`src/rtl/pipeline_debug_ctrl.sv`:
```
`default_nettype none
// ============================================================================
//  Module      : pipeline_debug_ctrl
//  Description : Program-load and run sequencer between the host byte link
//                and the MIPS pipeline (IF memory load, reset, run/step).
//  Revision    : 1.0 - initial release
// ============================================================================
module pipeline_debug_ctrl #(
    parameter int                 NB_DATA    = 32,
    parameter int                 NB_COUNT   = 8,
    parameter int                 RST_CYCLES = 2,
    parameter logic [NB_DATA-1:0] HALT_WORD  = {NB_DATA{1'b1}}
) (
    input  logic                clk,
    input  logic                i_rst,
    input  logic                i_rx_valid,
    input  logic [7:0]          i_rx_data,
    output logic                o_rx_ready,
    input  logic                i_halt_detected,
    output logic                o_pipe_rst_n,
    output logic                o_we_IF,
    output logic [NB_DATA-1:0]  o_instruction_data,
    output logic                o_halt,
    output logic [NB_COUNT-1:0] o_instr_count,
    output logic [2:0]          o_state
);

    localparam logic [2:0] c_ST_IDLE  = 3'd0;
    localparam logic [2:0] c_ST_LOAD  = 3'd1;
    localparam logic [2:0] c_ST_WRITE = 3'd2;
    localparam logic [2:0] c_ST_FLUSH = 3'd3;
    localparam logic [2:0] c_ST_ARMED = 3'd4;
    localparam logic [2:0] c_ST_RUN   = 3'd5;
    localparam logic [2:0] c_ST_STEP  = 3'd6;
    localparam logic [2:0] c_ST_DONE  = 3'd7;

    localparam logic [7:0] c_CMD_L = 8'h4C;
    localparam logic [7:0] c_CMD_C = 8'h43;
    localparam logic [7:0] c_CMD_S = 8'h53;
    localparam logic [7:0] c_CMD_R = 8'h52;

    localparam int c_BYTES = NB_DATA / 8;
    localparam int c_BCW   = (c_BYTES > 1) ? $clog2(c_BYTES) : 1;
    localparam int c_FCW   = (RST_CYCLES > 1) ? $clog2(RST_CYCLES) : 1;

    localparam logic [c_BCW-1:0]    c_LAST_BYTE  = c_BCW'(c_BYTES - 1);
    localparam logic [c_FCW-1:0]    c_FLUSH_LAST = c_FCW'(RST_CYCLES - 1);
    localparam logic [NB_COUNT-1:0] c_COUNT_MAX  = {NB_COUNT{1'b1}};

    logic [2:0]         r_state;
    logic [2:0]         w_next_state;
    logic [c_BCW-1:0]   r_byte_cnt;
    logic [c_FCW-1:0]   r_flush_cnt;
    logic [NB_DATA-9:0] r_word;
    logic [NB_DATA-1:0] w_word_next;
    logic               w_accept;
    logic               w_new_load;

    assign w_accept    = i_rx_valid & o_rx_ready;
    assign w_word_next = {r_word, i_rx_data};
    // Entering LOAD from a command state starts a fresh program.
    assign w_new_load  = (w_next_state == c_ST_LOAD) &&
                         (r_state != c_ST_LOAD) && (r_state != c_ST_WRITE);
    assign o_state     = r_state;

    always_comb begin
        w_next_state = r_state;
        case (r_state)
            c_ST_IDLE: begin
                if (w_accept && i_rx_data == c_CMD_L) w_next_state = c_ST_LOAD;
            end
            c_ST_LOAD: begin
                if (w_accept && r_byte_cnt == c_LAST_BYTE) w_next_state = c_ST_WRITE;
            end
            c_ST_WRITE: begin
                if (o_instruction_data == HALT_WORD || o_instr_count == c_COUNT_MAX)
                    w_next_state = c_ST_FLUSH;
                else
                    w_next_state = c_ST_LOAD;
            end
            c_ST_FLUSH: begin
                if (r_flush_cnt == c_FLUSH_LAST) w_next_state = c_ST_ARMED;
            end
            c_ST_ARMED: begin
                if (w_accept) begin
                    if (i_rx_data == c_CMD_L)      w_next_state = c_ST_LOAD;
                    else if (i_rx_data == c_CMD_C) w_next_state = c_ST_RUN;
                    else if (i_rx_data == c_CMD_S) w_next_state = c_ST_STEP;
                end
            end
            c_ST_RUN: begin
                if (i_halt_detected) w_next_state = c_ST_DONE;
            end
            c_ST_STEP: begin
                w_next_state = i_halt_detected ? c_ST_DONE : c_ST_ARMED;
            end
            c_ST_DONE: begin
                if (w_accept) begin
                    if (i_rx_data == c_CMD_R)      w_next_state = c_ST_FLUSH;
                    else if (i_rx_data == c_CMD_L) w_next_state = c_ST_LOAD;
                end
            end
            default: w_next_state = c_ST_IDLE;
        endcase
    end

    // Outputs are decoded from the next state and registered with it.
    always_ff @(posedge clk) begin
        if (i_rst) begin
            r_state            <= c_ST_IDLE;
            r_byte_cnt         <= '0;
            r_flush_cnt        <= '0;
            r_word             <= '0;
            o_rx_ready         <= 1'b0;
            o_pipe_rst_n       <= 1'b0;
            o_we_IF            <= 1'b0;
            o_instruction_data <= '0;
            o_halt             <= 1'b1;
            o_instr_count      <= '0;
        end else begin
            r_state      <= w_next_state;
            o_rx_ready   <= (w_next_state == c_ST_IDLE) || (w_next_state == c_ST_LOAD) ||
                            (w_next_state == c_ST_ARMED) || (w_next_state == c_ST_DONE);
            o_pipe_rst_n <= (w_next_state != c_ST_IDLE) && (w_next_state != c_ST_FLUSH);
            o_halt       <= (w_next_state != c_ST_RUN) && (w_next_state != c_ST_STEP);
            o_we_IF      <= (w_next_state == c_ST_WRITE);

            r_flush_cnt <= (r_state == c_ST_FLUSH) ? r_flush_cnt + c_FCW'(1) : '0;

            if (w_accept && r_state == c_ST_LOAD) begin
                r_word     <= w_word_next[NB_DATA-9:0];
                r_byte_cnt <= (r_byte_cnt == c_LAST_BYTE) ? '0 : r_byte_cnt + c_BCW'(1);
            end

            if (r_state == c_ST_LOAD && w_next_state == c_ST_WRITE) begin
                o_instruction_data <= w_word_next;
                if (o_instr_count != c_COUNT_MAX)
                    o_instr_count <= o_instr_count + NB_COUNT'(1);
            end

            if (w_new_load) begin
                o_instr_count <= '0;
                r_byte_cnt    <= '0;
            end
        end
    end

endmodule
`default_nettype wire

```
`config.mk`:
```
export PLATFORM = sky130hd
export DESIGN_NAME = pipeline_debug_ctrl
export DESIGN_NICKNAME = d
export VERILOG_FILES = /design/src/rtl/pipeline_debug_ctrl.sv
export SDC_FILE = /design/constraint.sdc
export NUM_CORES = 1
export LEC_CHECK = 0
export CAP_MARGIN = 20
export CORE_UTILIZATION = 51
export CTS_CLUSTER_DIAMETER = 100
export DETAILED_ROUTE_END_ITERATION = 7
export PLACE_DENSITY = 0.91
export REMOVE_ABC_BUFFERS = 1
export SLEW_MARGIN = 5
export SYNTH_ARGS = -nofsm -noshare
export SYNTH_HDL_FRONTEND = slang
export SYNTH_SLANG_ARGS = --single-unit
```
`constraint.sdc`:
```
create_clock -name clk -period 2.3 [get_ports clk]
set_input_delay 0.345 -clock clk [delete_from_list [all_inputs] [get_ports clk]]
set_output_delay 0.345 -clock clk [all_outputs]
set_load 0.05 [all_outputs]
```
==> impl_metrics.py <==
metrics = {
    "outcome": {
        "status": "finished, final reports clean",
    },
    "detailed_routing": {
        "drcViolationCount": 0,
        "ant_nets": 0,
        "drt_iter0_markers": 242,
        "vias": 2934,
        "dr.pass1.iters": 5,
        "viasPerCell": 5.61,
        "totalWireLength_mm": 7.67,
        "drt-wirelength-per-cell_um": 14.7,
    },
    "cells_and_area": {
        "finalNonFillerCells": 523,
        "syn_to_final_growth_pct": 34.5,
        "antenna_cells": 0,
        "layout_common_cells": "117 x nand2_1, 74 x dfxtp_1, 59 x a21oi_1",
        "fillers": 435,
        "seqCellArea_mm2": 0.00148,
        "multiInputGateArea_mm2": 0.00142,
        "fin_nets": 460,
        "final_common_cell": "nand2_1",
        "drive_above_1_share": 0.106,
    },
    "timing": {
        "slew_viol_final": 0,
        "worstMarginPinSlew_ns": 0.698,
        "finalSetupViolCount": 0,
        "slew_headroom": 0.535,
        "period_needed_ns": 2.24,
        "period_share": 0.974,
        "hold_violations": 0,
        "fin_skew_ns": 0.00813,
        "finalSetupTns_ns": 0,
        "rsz0062_at_grt": "no",
        "fmax_mhz": 447,
    },
    "power_and_ir_drop": {
        "p_comb_frac": 0.108,
        "p_int_uw": 2150,
        "pwr-share-clk": 0.428,
        "leakage_uw": 0.00136,
        "power_frac_seq": 0.464,
        "switchingPower_uw": 679,
        "swShare": 0.240,
        "p_per_area_mw_per_mm2": 701,
        "max-vdd-ir-drop_mv": 0.520,
    },
    "floorplan": {
        "std_cell_rows": 27,
        "start_util": 0.539,
        "die_x_um": 78.7,
        "die_area_mm2": 0.00620,
        "fp.dieH_um": 78.7,
        "io_pins": 59,
        "coreArea_mm2": 0.00557,
    },
    "cts": {
        "cts_tree": "built",
        "cts-buffers-inserted": 9,
        "numClockSinks": 74,
        "clkTransAtPathRegs_ns": 0.08,
        "root_buffer": "clkbuf_8",
        "post_cts_buffers": 0,
        "clk_latency_ns": 0.34,
        "cts-htree-levels": 3,
        "cts_buffer_depth": 2,
    },
    "grt": {
        "grt_use_met1": 0.325,
        "grt_usage": 0.263,
        "grt_pass1_wl_mm": 12.5,
        "grt_pass1_vias": 2649,
        "grt_use_met3": 0.0391,
        "grt_max_degree": 39,
        "busiest_layer": "met2",
        "grt_antenna_before_repair": 0,
        "use_met2": 0.443,
        "overflow": 0,
    },
    "logic_synthesis": {
        "synth-main-ff-cell": "dfxtp_1",
        "synth_seq_cells": 74,
        "synth_edf_count": 0,
        "syn_area_mm2": 0.00300,
        "syn_inst": 376,
        "syn_avg_cell_area_um2": 7.99,
        "yosysUniqueCellTypes": 41,
        "async_reset_ff_frac": 0,
        "ys_warn_count": 0,
        "synth-seq-area-share": 0.493,
    },
    "setup_path": {
        "crit_path_start_kind": "register",
        "worstSetupEndpointType": "primary output",
        "cp_max_fo": 8,
        "critical_path_class": "reg2out",
        "r2r_setup_slack_ns": 0.14,
        "required_ns": 1.96,
        "cp.arrival_ns": 1.89,
    },
    "min_path": {
        "hold_class": "reg2reg",
    },
    "place": {
        "post-dp-hpwl_mm": 5.31,
        "port_buffers": 58,
        "dp_cells": 507,
        "routabilityCongestion": 0.980,
    },
    "run": {
        "drv_cap": 0,
    },
}
registers in the layout (all words and copies together) (netlist names):
name	count
o_instr_count	8
o_instruction_data	32
r_byte_cnt	2
o_halt	1
o_pipe_rst_n	1
o_state	3
o_we_IF	1
r_word	24
o_rx_ready	1
r_flush_cnt	1
per-stage QoR:
| stage | cell area [um2] | hold slack (ns) | power, uW | setup WS [ns] | utilization |
|---|---|---|---|---|---|
| 2_1_floorplan | 2910 | 0.414 | 1480 | -0.518 | - |
| 3_3_place_gp | 3790 | 0.440 | 1630 | -0.100 | 0.680 |
| 3_5_place_dp | 3790 | 0.445 | 1640 | -0.137 | 0.680 |
| 4_1_cts | 4030 | 0.456 | 2840 | 0.103 | 0.723 |
| 5_1_grt | 4040 | 0.483 | 2930 | 0.0168 | 0.725 |
| 6_report | 4040 | 0.456 | 2830 | 0.0606 | 0.725 |
cell families (layout without fill, tap and decap cells):
logic type,Yosys count,in the layout,share of synthesized area
flops,74,74,0.493
buf+inv,27,102,0.0350
mux,2,2,0.00667
simple gates,192,192,0.307
compound gates,73,73,0.132
fa+ha+maj,2,2,0.00833
xor+xnor,6,6,0.0175
cell type report:
cell class	instances	share of cell area
inverters	2	0.00186
well taps	72	0.0223
multi-input cells	275	0.352
clock buffers	10	0.0316
clock inverters	6	0.0282
flip-flops and latches	74	0.367
repair buffers	84	0.197
timing repair:
action,CTS,global route
resized for setup,0,1
endpoints found under the setup margin,0,2
hold buffers,0,0
final timing paths:
path | end | from | cells after the start
setup / recovery | o_state[2] | o_state[2]$_SDFF_PP0_ | 2
setup reg to reg | o_pipe_rst_n$_SDFF_PP0_ | r_byte_cnt[0]$_SDFFE_PP0P_ | 8
hold reg to reg | o_instruction_data[27]$_SDFFE_PP0P_ | r_word[19]$_SDFFE_PP0P_ | 2
hold / removal | o_instruction_data[27]$_SDFFE_PP0P_ | r_word[19]$_SDFFE_PP0P_ | 2
synthesized netlist by cell type, types with 2 or more instances:
master    number  area [um2]
nor4bb_1       2        20.0
buf_2          3        15.0
o21ai_0        5        25.0
clkbuf_1      21        78.8
xor2_1         3        26.3
a22oi_1        2        15.0
ha_1           2        25.0
inv_1          2        7.51
nor3_1        19        95.1
or3_1          2        12.5
xnor2_1        3        26.3
nor2b_1        4        25.0
a21oi_1       59         295
dfxtp_1       74        1480
nand4_1       11        68.8
mux2i_1        2        20.0
nor2_1        10        37.5
nor3b_1        2        15.0
nand2_1      117         439
nand3_1        5        25.0
and2_1         4        25.0
nor4_1         4        25.0
nand3b_1       2        15.0
metal layers:
| metal | up-vias | wire [um] |
|---|---|---|
| li1 | 1428 | - |
| met1 | 1351 | 3270 |
| met2 | 134 | 3810 |
| met3 | 21 | 392 |
| met4 | 0 | 199 |
| met5 | - | 0 |
power groups by stage:
| stage | clock [uW] | sequential [uW] | combinational (uW) |
|---|---|---|---|
| floorplan | 0 | 1390 | 93.6 |
| global placement | 0 | 1340 | 292 |
| CTS | 1220 | 1310 | 302 |
| finish | 1210 | 1310 | 306 |
| global route | 1290 | 1310 | 323 |
| detailed placement | 0 | 1340 | 300 |
worst max-delay path, stage by stage (launching register included):
cell             delay, ns
dfxtp_1               0.51
buf_4                 0.23
clkdlybuf4s50_1       0.81
Power figures use the tool's default switching activity.
